--- config.mk ---
export PLATFORM = sky130hd
export DESIGN_NAME = exp_taylor_sequencer
export DESIGN_NICKNAME = d
export VERILOG_FILES = /design/src/rtl/exp_taylor_sequencer.sv
export SDC_FILE = /design/constraint.sdc
export NUM_CORES = 1
export LEC_CHECK = 0
export ABC_AREA = 1
export CAP_MARGIN = 20
export CORE_MARGIN = 5
export CORE_UTILIZATION = 40
export CTS_BUF_LIST = sky130_fd_sc_hd__clkbuf_2
export DETAILED_ROUTE_END_ITERATION = 10
export GPL_ROUTABILITY_DRIVEN = 0
export GPL_TIMING_DRIVEN = 1
export PLACE_DENSITY_LB_ADDON = 0.1
export REMOVE_ABC_BUFFERS = 1
export SETUP_SLACK_MARGIN = 0.02
export SKIP_LAST_GASP = 1
export SLEW_MARGIN = 0
export SYNTH_ARGS = -nofsm -noshare
export SYNTH_HDL_FRONTEND = slang
export SYNTH_SLANG_ARGS = --single-unit
--- constraint.sdc ---
create_clock -name clk -period 4 [get_ports clk]
set_input_delay 1.2 -clock clk [delete_from_list [all_inputs] [get_ports clk]]
set_output_delay 1.2 -clock clk [all_outputs]
set_load 0.1 [all_outputs]
--- src/rtl/exp_taylor_sequencer.sv ---
// exp(x) Taylor-series sequencer that time-shares one external pipelined multiplier.
// Define EXP_SATURATE_EN to saturate truncated products and the accumulator add.
package cnn1d_pkg;

    localparam int DATA_WIDTH          = 12;
    localparam int FRACTION            = 6;
    localparam int LPM_OUT_WIDTH       = 2 * DATA_WIDTH;
    localparam int LPM_OUT_MSB         = FRACTION + DATA_WIDTH - 1;
    localparam int LPM_PIPE_WIDTH      = 4;
    localparam int SUPPORTED_PRECISION = 6;

    localparam int FACTORIAL_0 = 1;
    localparam int FACTORIAL_1 = 1;
    localparam int FACTORIAL_2 = 2;
    localparam int FACTORIAL_3 = 6;
    localparam int FACTORIAL_4 = 24;
    localparam int FACTORIAL_5 = 120;
    localparam int FACTORIAL_6 = 720;

    function automatic int factorial(input int k);
        int f;
        f = FACTORIAL_0;
        unique case (k)
            1:       f = FACTORIAL_1;
            2:       f = FACTORIAL_2;
            3:       f = FACTORIAL_3;
            4:       f = FACTORIAL_4;
            5:       f = FACTORIAL_5;
            6:       f = FACTORIAL_6;
            default: f = FACTORIAL_0;
        endcase
        return f;
    endfunction

    // Rounded 1/k! in the fixed-point format.
    function automatic int inv_fact(input int k);
        return (2 ** FRACTION + factorial(k) / 2) / factorial(k);
    endfunction

endpackage

module exp_taylor_sequencer
    import cnn1d_pkg::*;
#(
    parameter int TERMS        = 4,
    parameter int MULT_LATENCY = LPM_PIPE_WIDTH
) (
    input  logic                     clk,
    input  logic                     rst,
    input  logic                     in_valid,
    output logic                     in_ready,
    input  logic [DATA_WIDTH-1:0]    in_data,
    output logic                     out_valid,
    input  logic                     out_ready,
    output logic [DATA_WIDTH-1:0]    out_data,
    output logic                     mult_valid,
    output logic [DATA_WIDTH-1:0]    mult_a,
    output logic [DATA_WIDTH-1:0]    mult_b,
    input  logic [LPM_OUT_WIDTH-1:0] mult_result,
    output logic                     busy
);

    localparam int DW = DATA_WIDTH;
    localparam int LW = LPM_OUT_WIDTH;
    localparam int KW = $clog2(SUPPORTED_PRECISION + 1);
    localparam int CW = $clog2(MULT_LATENCY + 1);

    localparam logic [DW-1:0] ONE = DW'(2 ** FRACTION);

    localparam logic [DW-1:0] INV_FACT [8] = '{
        '0,
        DW'(inv_fact(1)),
        DW'(inv_fact(2)),
        DW'(inv_fact(3)),
        DW'(inv_fact(4)),
        DW'(inv_fact(5)),
        DW'(inv_fact(6)),
        '0
    };

    if (TERMS < 1 || TERMS > SUPPORTED_PRECISION) begin : g_bad_terms
        $error("exp_taylor_sequencer: TERMS out of range");
    end

`ifdef EXP_SATURATE_EN
    localparam logic [DW-1:0] SMIN = {1'b1, {(DW-1){1'b0}}};
    localparam logic [DW-1:0] SMAX = {1'b0, {(DW-1){1'b1}}};
`endif

    function automatic logic [DW-1:0] trunc_p(input logic [LW-1:0] r);
`ifdef EXP_SATURATE_EN
        logic [LW-LPM_OUT_MSB-1:0] hi;
        hi = r[LW-1:LPM_OUT_MSB];
        if (hi == '0 || hi == '1) begin
            return r[LPM_OUT_MSB -: DW];
        end
        return r[LW-1] ? SMIN : SMAX;
`else
        return r[LPM_OUT_MSB -: DW];
`endif
    endfunction

    function automatic logic [DW-1:0] add_w(
        input logic [DW-1:0] a,
        input logic [DW-1:0] b
    );
`ifdef EXP_SATURATE_EN
        logic [DW:0] s;
        s = {a[DW-1], a} + {b[DW-1], b};
        if (s[DW] != s[DW-1]) begin
            return s[DW] ? SMIN : SMAX;
        end
        return s[DW-1:0];
`else
        return a + b;
`endif
    endfunction

    typedef enum logic [2:0] {
        IDLE,
        POW_ISSUE,
        POW_WAIT,
        SCL_ISSUE,
        SCL_WAIT,
        DONE
    } state_t;

    state_t        state_q, state_d;
    logic [DW-1:0] x_q, x_d;
    logic [DW-1:0] pow_q, pow_d;
    logic [DW-1:0] acc_q, acc_d;
    logic [DW-1:0] out_q, out_d;
    logic [DW-1:0] a_q, a_d;
    logic [DW-1:0] b_q, b_d;
    logic [KW-1:0] k_q, k_d;
    logic [CW-1:0] cnt_q, cnt_d;

    logic [DW-1:0] p;
    logic [DW-1:0] sum;
    logic          unused_bits;

    assign p   = trunc_p(mult_result);
    assign sum = add_w(acc_q, p);

    assign unused_bits = ^{mult_result[FRACTION-1:0],
                           mult_result[LW-1:LPM_OUT_MSB]};

    always_ff @(posedge clk) begin
        if (rst) begin
            state_q <= IDLE;
            x_q     <= '0;
            pow_q   <= '0;
            acc_q   <= '0;
            out_q   <= '0;
            a_q     <= '0;
            b_q     <= '0;
            k_q     <= '0;
            cnt_q   <= '0;
        end else begin
            state_q <= state_d;
            x_q     <= x_d;
            pow_q   <= pow_d;
            acc_q   <= acc_d;
            out_q   <= out_d;
            a_q     <= a_d;
            b_q     <= b_d;
            k_q     <= k_d;
            cnt_q   <= cnt_d;
        end
    end

    // Operands are registered on the transition into an issue state,
    // so they are stable during the strobe and held afterwards.
    always_comb begin
        state_d = state_q;
        x_d     = x_q;
        pow_d   = pow_q;
        acc_d   = acc_q;
        out_d   = out_q;
        a_d     = a_q;
        b_d     = b_q;
        k_d     = k_q;
        cnt_d   = cnt_q;
        unique case (state_q)
            IDLE: begin
                if (in_valid) begin
                    x_d     = in_data;
                    pow_d   = ONE;
                    acc_d   = ONE;
                    k_d     = KW'(1);
                    a_d     = ONE;
                    b_d     = in_data;
                    state_d = POW_ISSUE;
                end
            end
            POW_ISSUE: begin
                cnt_d   = CW'(MULT_LATENCY);
                state_d = POW_WAIT;
            end
            POW_WAIT: begin
                cnt_d = cnt_q - CW'(1);
                if (cnt_q == CW'(1)) begin
                    pow_d   = p;
                    a_d     = p;
                    b_d     = INV_FACT[k_q];
                    state_d = SCL_ISSUE;
                end
            end
            SCL_ISSUE: begin
                cnt_d   = CW'(MULT_LATENCY);
                state_d = SCL_WAIT;
            end
            SCL_WAIT: begin
                cnt_d = cnt_q - CW'(1);
                if (cnt_q == CW'(1)) begin
                    acc_d = sum;
                    if (k_q == KW'(TERMS)) begin
                        out_d   = sum;
                        state_d = DONE;
                    end else begin
                        k_d     = k_q + KW'(1);
                        a_d     = pow_q;
                        b_d     = x_q;
                        state_d = POW_ISSUE;
                    end
                end
            end
            DONE: begin
                if (out_ready) begin
                    state_d = IDLE;
                end
            end
            default: state_d = IDLE;
        endcase
    end

    assign in_ready   = (state_q == IDLE) && !rst;
    assign busy       = (state_q != IDLE);
    assign out_valid  = (state_q == DONE);
    assign out_data   = out_q;
    assign mult_valid = (state_q == POW_ISSUE) || (state_q == SCL_ISSUE);
    assign mult_a     = a_q;
    assign mult_b     = b_q;

endmodule
Word-level counts from Yosys, hierarchy flattened. Memories as Yosys holds them, arrays and structs flattened. Cells that the tools add are included.

Register bits: 81. Input port bits: 40. Output and inout bits: 40. Memories: 1. Word-level logic and storage cells: 70. Bits in read-only memories: 96.

Add/sub/neg operators: 3. Reduce and logical (&&, ||, !) cells: 18. Bitwise logic cells: 1. Equal/unequal tests: 12. Multiplexer cells: 25. Magnitude comparators: 1.

Memories: (name not given) (words 8, bits a word 12, read ports 1, clocked after Yosys merged registers in 0, wr ports 0, line 205) `b_d = INV_FACT[k_q];`.

Operator list (count): $mux W12 (11); $pmux W12 S3 (2); $pmux W12 S2 (2); $mux W3 (7); $pmux W3 S6 (1); $add A12 B12 Y12 (1); $pmux W3 S2 (2); $eq A3 B3 Y1 const B (3); $reduce_and A3 Y1 (3); $ne A2 B2 Y1 const B (4); $reduce_and A4 Y1 (2); $eq A3 B1 Y1 const B (2); $eq A3 B2 Y1 const B (2); $reduce_bool A2 Y1 (3); $reduce_bool A3 Y1 (2); $reduce_and A5 Y1 (1); $ge A4 B4 Y1 const B (1); $not A3 Y4 (1); $reduce_or A2 Y1 (2); $add A3 B1 Y3 const B (1); $logic_not A3 Y1 (1); $sub A3 B1 Y3 const B (1); $ne A2 B1 Y1 const B (1); $reduce_and A2 Y1 (1); other kinds (3) (3).

Longest topological paths before layout.
Word-level depth: 6. Gate-level depth with buffers: 12. Mapped depth without buffers: 12.

Least setup slack after synthesis. Ideal clock, no wire load.

Path kind: input to output. Start: input rst. End: output in_ready. Setup slack: 0.009 ns. Required time: 2.800 ns. Buffers on the path: 2. Stages: 3. Arrival: 2.791 ns. Path through: clkbuf_1 clkbuf_1 nor2_1.

Word-level cells in the longest chain between the ends: 2.

RTL lines: from (decl) (line 49) `input logic rst,`; $logic_not A1 Y1 (line 237) `assign in_ready = (state_q == IDLE) && !rst;`; $logic_and A1 B1 Y1 (line 237); to (decl) (line 51) `output logic in_ready,`.

Every way passes these cells.

Worst setup path after layout.
Start: register a_q[9] (netlist: mult_a[9]). End: output mult_a[9].

RTL lines: from (decl) (line 133) `logic [DW-1:0] a_q, a_d;`; from (signal assigned) (line 155) `a_q <= '0;`; from (signal assigned) (line 165) `a_q <= a_d;`; to (decl) (line 57) `output logic [DATA_WIDTH-1:0] mult_a,`.

No word-level cell between the ends.

==> impl_metrics.xml <==
<?xml version="1.0" encoding="UTF-8"?>
<metrics>
  <group name="outcome">
    <metric name="outcome" unit="">finished clean</metric>
  </group>
  <group name="detailed_routing">
    <metric name="antenna_violating_nets_post_route" unit="">0</metric>
    <metric name="detailedRoute.firstIterationViolations" unit="">152</metric>
    <metric name="wl" unit="µm">10300</metric>
    <metric name="drc" unit="">0</metric>
    <metric name="vias" unit="">3805</metric>
    <metric name="via_per_inst" unit="">4.90</metric>
    <metric name="routed_wire_length_per_instance" unit="µm">13.2</metric>
    <metric name="drtPass1Iterations" unit="">4</metric>
  </group>
  <group name="finish">
    <metric name="finish.utilization" unit="">0.496</metric>
    <metric name="share_of_post_route_cells_with_drive_strength_above_1" unit="">0.0776</metric>
    <metric name="final.fill_count" unit="">1035</metric>
    <metric name="area_growth" unit="%">20.0</metric>
    <metric name="design.final.nets" unit="">699</metric>
    <metric name="antenna_cells_inserted" unit="">0</metric>
  </group>
  <group name="floorplan">
    <metric name="fp.dieArea" unit="µm²">12300</metric>
    <metric name="io_pins" unit="">80</metric>
    <metric name="core" unit="µm²">9820</metric>
    <metric name="row_count" unit="">36</metric>
    <metric name="die-height" unit="µm">111</metric>
    <metric name="initial_standard_cell_utilization_of_the_core" unit="">0.414</metric>
    <metric name="die-width" unit="µm">111</metric>
  </group>
  <group name="timing">
    <metric name="max_slew.worst_pin.slew" unit="ns">0.980</metric>
    <metric name="fmax" unit="GHz">0.302</metric>
    <metric name="worst_slew_margin_rel" unit="">0.345</metric>
    <metric name="final_layout_setup_total_negative_slack" unit="ns">0</metric>
    <metric name="fin_crit" unit="ns">3.31</metric>
    <metric name="rsz0062_at_grt" unit="">false</metric>
    <metric name="timing_hold_violations_final" unit="">0</metric>
    <metric name="skew" unit="ns">0.0265</metric>
    <metric name="setup_violations" unit="">0</metric>
    <metric name="layout_worst_path_cycle_share" unit="">0.828</metric>
    <metric name="drv_slew" unit="">0</metric>
  </group>
  <group name="clock_network">
    <metric name="cts_post_setup_buffers_inserted" unit="">0</metric>
    <metric name="tritoncts_num_sinks" unit="">81</metric>
    <metric name="tritoncts.num_buffers" unit="">9</metric>
    <metric name="cts_hold_repair.buffers" unit="">0</metric>
    <metric name="h-tree-depth" unit="">3</metric>
    <metric name="clock_latency" unit="ns">0.56</metric>
    <metric name="cts_buffer_depth" unit="">2</metric>
    <metric name="cts_tree" unit="">built</metric>
    <metric name="clockRootBuffer" unit="">sky130_fd_sc_hd__clkbuf_2</metric>
    <metric name="worst_setup_hold_path_clk_slew" unit="ns">0.25</metric>
    <metric name="cts_resized" unit="">0</metric>
  </group>
  <group name="grt">
    <metric name="top_usage_layer" unit="">met2</metric>
    <metric name="grt_antenna_before_repair" unit="">0</metric>
    <metric name="first_global_vias" unit="">3611</metric>
    <metric name="grt_util_met1" unit="">0.206</metric>
    <metric name="grt.met2_usage" unit="">0.287</metric>
    <metric name="global_route.usage.met3" unit="">0.0404</metric>
    <metric name="grt_pass1_wl" unit="µm">17100</metric>
    <metric name="grt_start_max_net_pins" unit="">49</metric>
    <metric name="global_route.overflow_total" unit="">0</metric>
    <metric name="grt_util_all_layers" unit="">0.167</metric>
  </group>
  <group name="logic_synthesis">
    <metric name="postSynthRegisterBits" unit="">81</metric>
    <metric name="synth.area.top_cells" unit="">sky130_fd_sc_hd__dfxtp_1, sky130_fd_sc_hd__nand2_1, sky130_fd_sc_hd__a21oi_1</metric>
    <metric name="synth_area" unit="µm²">4060</metric>
    <metric name="post_synth_inst_count" unit="">586</metric>
    <metric name="syn-mean-instance-area" unit="µm²">6.93</metric>
    <metric name="synth_enable_flop_cells" unit="">0</metric>
    <metric name="ys_async_sr_fraction" unit="">0</metric>
    <metric name="synth-xor-area-share" unit="">0.0129</metric>
    <metric name="leading_cell_type_by_number_of_instances_after_synthesis" unit="">sky130_fd_sc_hd__nand2_1</metric>
    <metric name="post_synth_num_cell_types" unit="">35</metric>
    <metric name="synth-simple-area-share" unit="">0.260</metric>
    <metric name="synth_sequential_area_ratio" unit="">0.399</metric>
    <metric name="fraction_of_the_mapped_netlist_area_in_compound_gates" unit="">0.172</metric>
    <metric name="yosysTopAreaCellShare" unit="">0.399</metric>
    <metric name="post_synth_top_area_cell" unit="">sky130_fd_sc_hd__dfxtp_1</metric>
    <metric name="ys.warnings.count" unit="">0</metric>
    <metric name="synth-adder-area-share" unit="">0.0604</metric>
    <metric name="synth_top_family_by_area" unit="">simple AND/OR/NAND/NOR gates</metric>
    <metric name="dominantRegCellSynth" unit="">sky130_fd_sc_hd__dfxtp_1</metric>
    <metric name="synth.cells.most_frequent" unit="">sky130_fd_sc_hd__nand2_1, sky130_fd_sc_hd__dfxtp_1, sky130_fd_sc_hd__a21oi_1, sky130_fd_sc_hd__inv_1, sky130_fd_sc_hd__nor2_1</metric>
    <metric name="synth.mux.area_fraction" unit="">0</metric>
  </group>
  <group name="worst_setup_path">
    <metric name="register_to_register_setup_slack" unit="ns">1.51</metric>
    <metric name="worst_path_cell_trace" unit="">clkdlybuf4s50_1</metric>
    <metric name="crit_path_required_time" unit="ns">2.80</metric>
    <metric name="worst_path_dominant_cell_family" unit="">buffers and inverters</metric>
    <metric name="critPathSlowestCell" unit="">sky130_fd_sc_hd__clkdlybuf4s50_1</metric>
    <metric name="crit_path_max_incr_delay" unit="ns">1.15</metric>
    <metric name="cp.buffers_inverters" unit="">1</metric>
    <metric name="arrival" unit="ns">2.11</metric>
    <metric name="startpoint_type_of_the_worst_setup_path" unit="">register</metric>
    <metric name="path_max_fanout" unit="">2</metric>
    <metric name="end_kind" unit="">primary output</metric>
    <metric name="critical_path_class" unit="">reg -&gt; out</metric>
  </group>
  <group name="power_and_ir_drop">
    <metric name="power.density_cell_area" unit="nW/µm²">706</metric>
    <metric name="power.leakage" unit="nW">2.16</metric>
    <metric name="vdd_drop_max" unit="µV">451</metric>
  </group>
  <group name="placement">
    <metric name="io_buffers" unit="">67</metric>
    <metric name="post-dp-hpwl" unit="µm">7230</metric>
  </group>
  <group name="hold_path">
    <metric name="hold_class" unit="">reg -&gt; reg</metric>
  </group>
  <group name="job">
    <metric name="maxCapViolCount" unit="">0</metric>
  </group>
</metrics>
[flip-flops by register name (all words and copies together) (netlist names)]
name,cells
state_q,3
mult_b,12
mult_a,12
cnt_q,3
acc_q,12
pow_q,12
out_data,12
x_q,12
k_q,3
[cell type report]
cell class,count,area (µm²),area share
Clock buffer,9,45.0,0.00924
Clock inverter,6,90.1,0.0185
Inverter,65,249,0.0511
Multi-Input combinational cell,415,2050,0.421
Sequential cell,81,1620,0.333
Tap cell,133,166,0.0342
Timing Repair Buffer,68,651,0.134
[worst paths after layout]
path / start / end / cells past startpoint
setup reg to reg: state_q[1] / mult_a[1] / 10
hold reg to reg: x_q[11] / x_q[11] / 2
setup / recovery: mult_a[9] / mult_a[9] / 1
hold / removal: x_q[11] / x_q[11] / 2
[placed cells by master, fill, tap and decap left out, types with 2 or more instances in the layout]
master | Yosys | final
sky130_fd_sc_hd__dfxtp_1 | 81 | 81
sky130_fd_sc_hd__a21oi_1 | 70 | 70
sky130_fd_sc_hd__a22o_1 | 3 | 3
sky130_fd_sc_hd__buf_4 | 4 | 14
sky130_fd_sc_hd__inv_1 | 58 | 58
sky130_fd_sc_hd__inv_6 | 0 | 2
sky130_fd_sc_hd__o211ai_1 | 7 | 7
sky130_fd_sc_hd__xnor2_1 | 2 | 2
sky130_fd_sc_hd__nand3_1 | 21 | 21
sky130_fd_sc_hd__bufinv_16 | 0 | 2
sky130_fd_sc_hd__o21ai_0 | 40 | 40
sky130_fd_sc_hd__o21ai_1 | 6 | 6
sky130_fd_sc_hd__ha_1 | 18 | 18
sky130_fd_sc_hd__nand2_2 | 4 | 4
sky130_fd_sc_hd__nand2_1 | 176 | 176
sky130_fd_sc_hd__clkbuf_2 | 0 | 9
sky130_fd_sc_hd__nor2_1 | 44 | 44
sky130_fd_sc_hd__clkdlybuf4s50_1 | 0 | 52
sky130_fd_sc_hd__nor2_2 | 3 | 3
sky130_fd_sc_hd__inv_2 | 5 | 5
sky130_fd_sc_hd__inv_4 | 2 | 2
sky130_fd_sc_hd__xor2_1 | 4 | 4
sky130_fd_sc_hd__nand4_1 | 3 | 3
sky130_fd_sc_hd__nor3_1 | 3 | 3
[power breakdown]
group / switching, mW / internal (mW) / leakage (nW)
Sequential: 0.0955 / 0.991 / 0.661
Clock: 0.306 / 0.207 / 0.0788
Combinational: 1.40 / 0.438 / 1.42
Total: 1.80 / 1.64 / 2.16
[logic make-up (layout without fill, tap and decap cells)]
group / count (synthesis) / in the layout
simple gates: 259 / 259
compound gates: 131 / 131
buf+inv: 90 / 148
flops: 81 / 81
fa+ha+maj: 19 / 19
xor+xnor: 6 / 6
[metrics by stage]
step / hold slack, ns / power (mW) / setup WS, ns / instance area, µm² / instances
2_1_floorplan: 0.427 / 2.48 / 0.213 / 3920 / 561
3_3_place_gp: 0.434 / 2.92 / 0.814 / 4740 / 762
3_5_place_dp: 0.442 / 2.96 / 0.764 / 4740 / 762
4_1_cts: 0.469 / 3.47 / 0.660 / 4870 / 777
5_1_grt: 0.489 / 3.68 / 0.597 / 4870 / 777
6_report: 0.468 / 3.44 / 0.689 / 4870 / 777
[layer usage]
layer,share of wire,up-vias
li1,-,1992
met1,0.47,1744
met2,0.48,56
met3,0.035,13
met4,0.016,0
met5,0,-
Note: power is estimated with default switching activity, not from simulation.
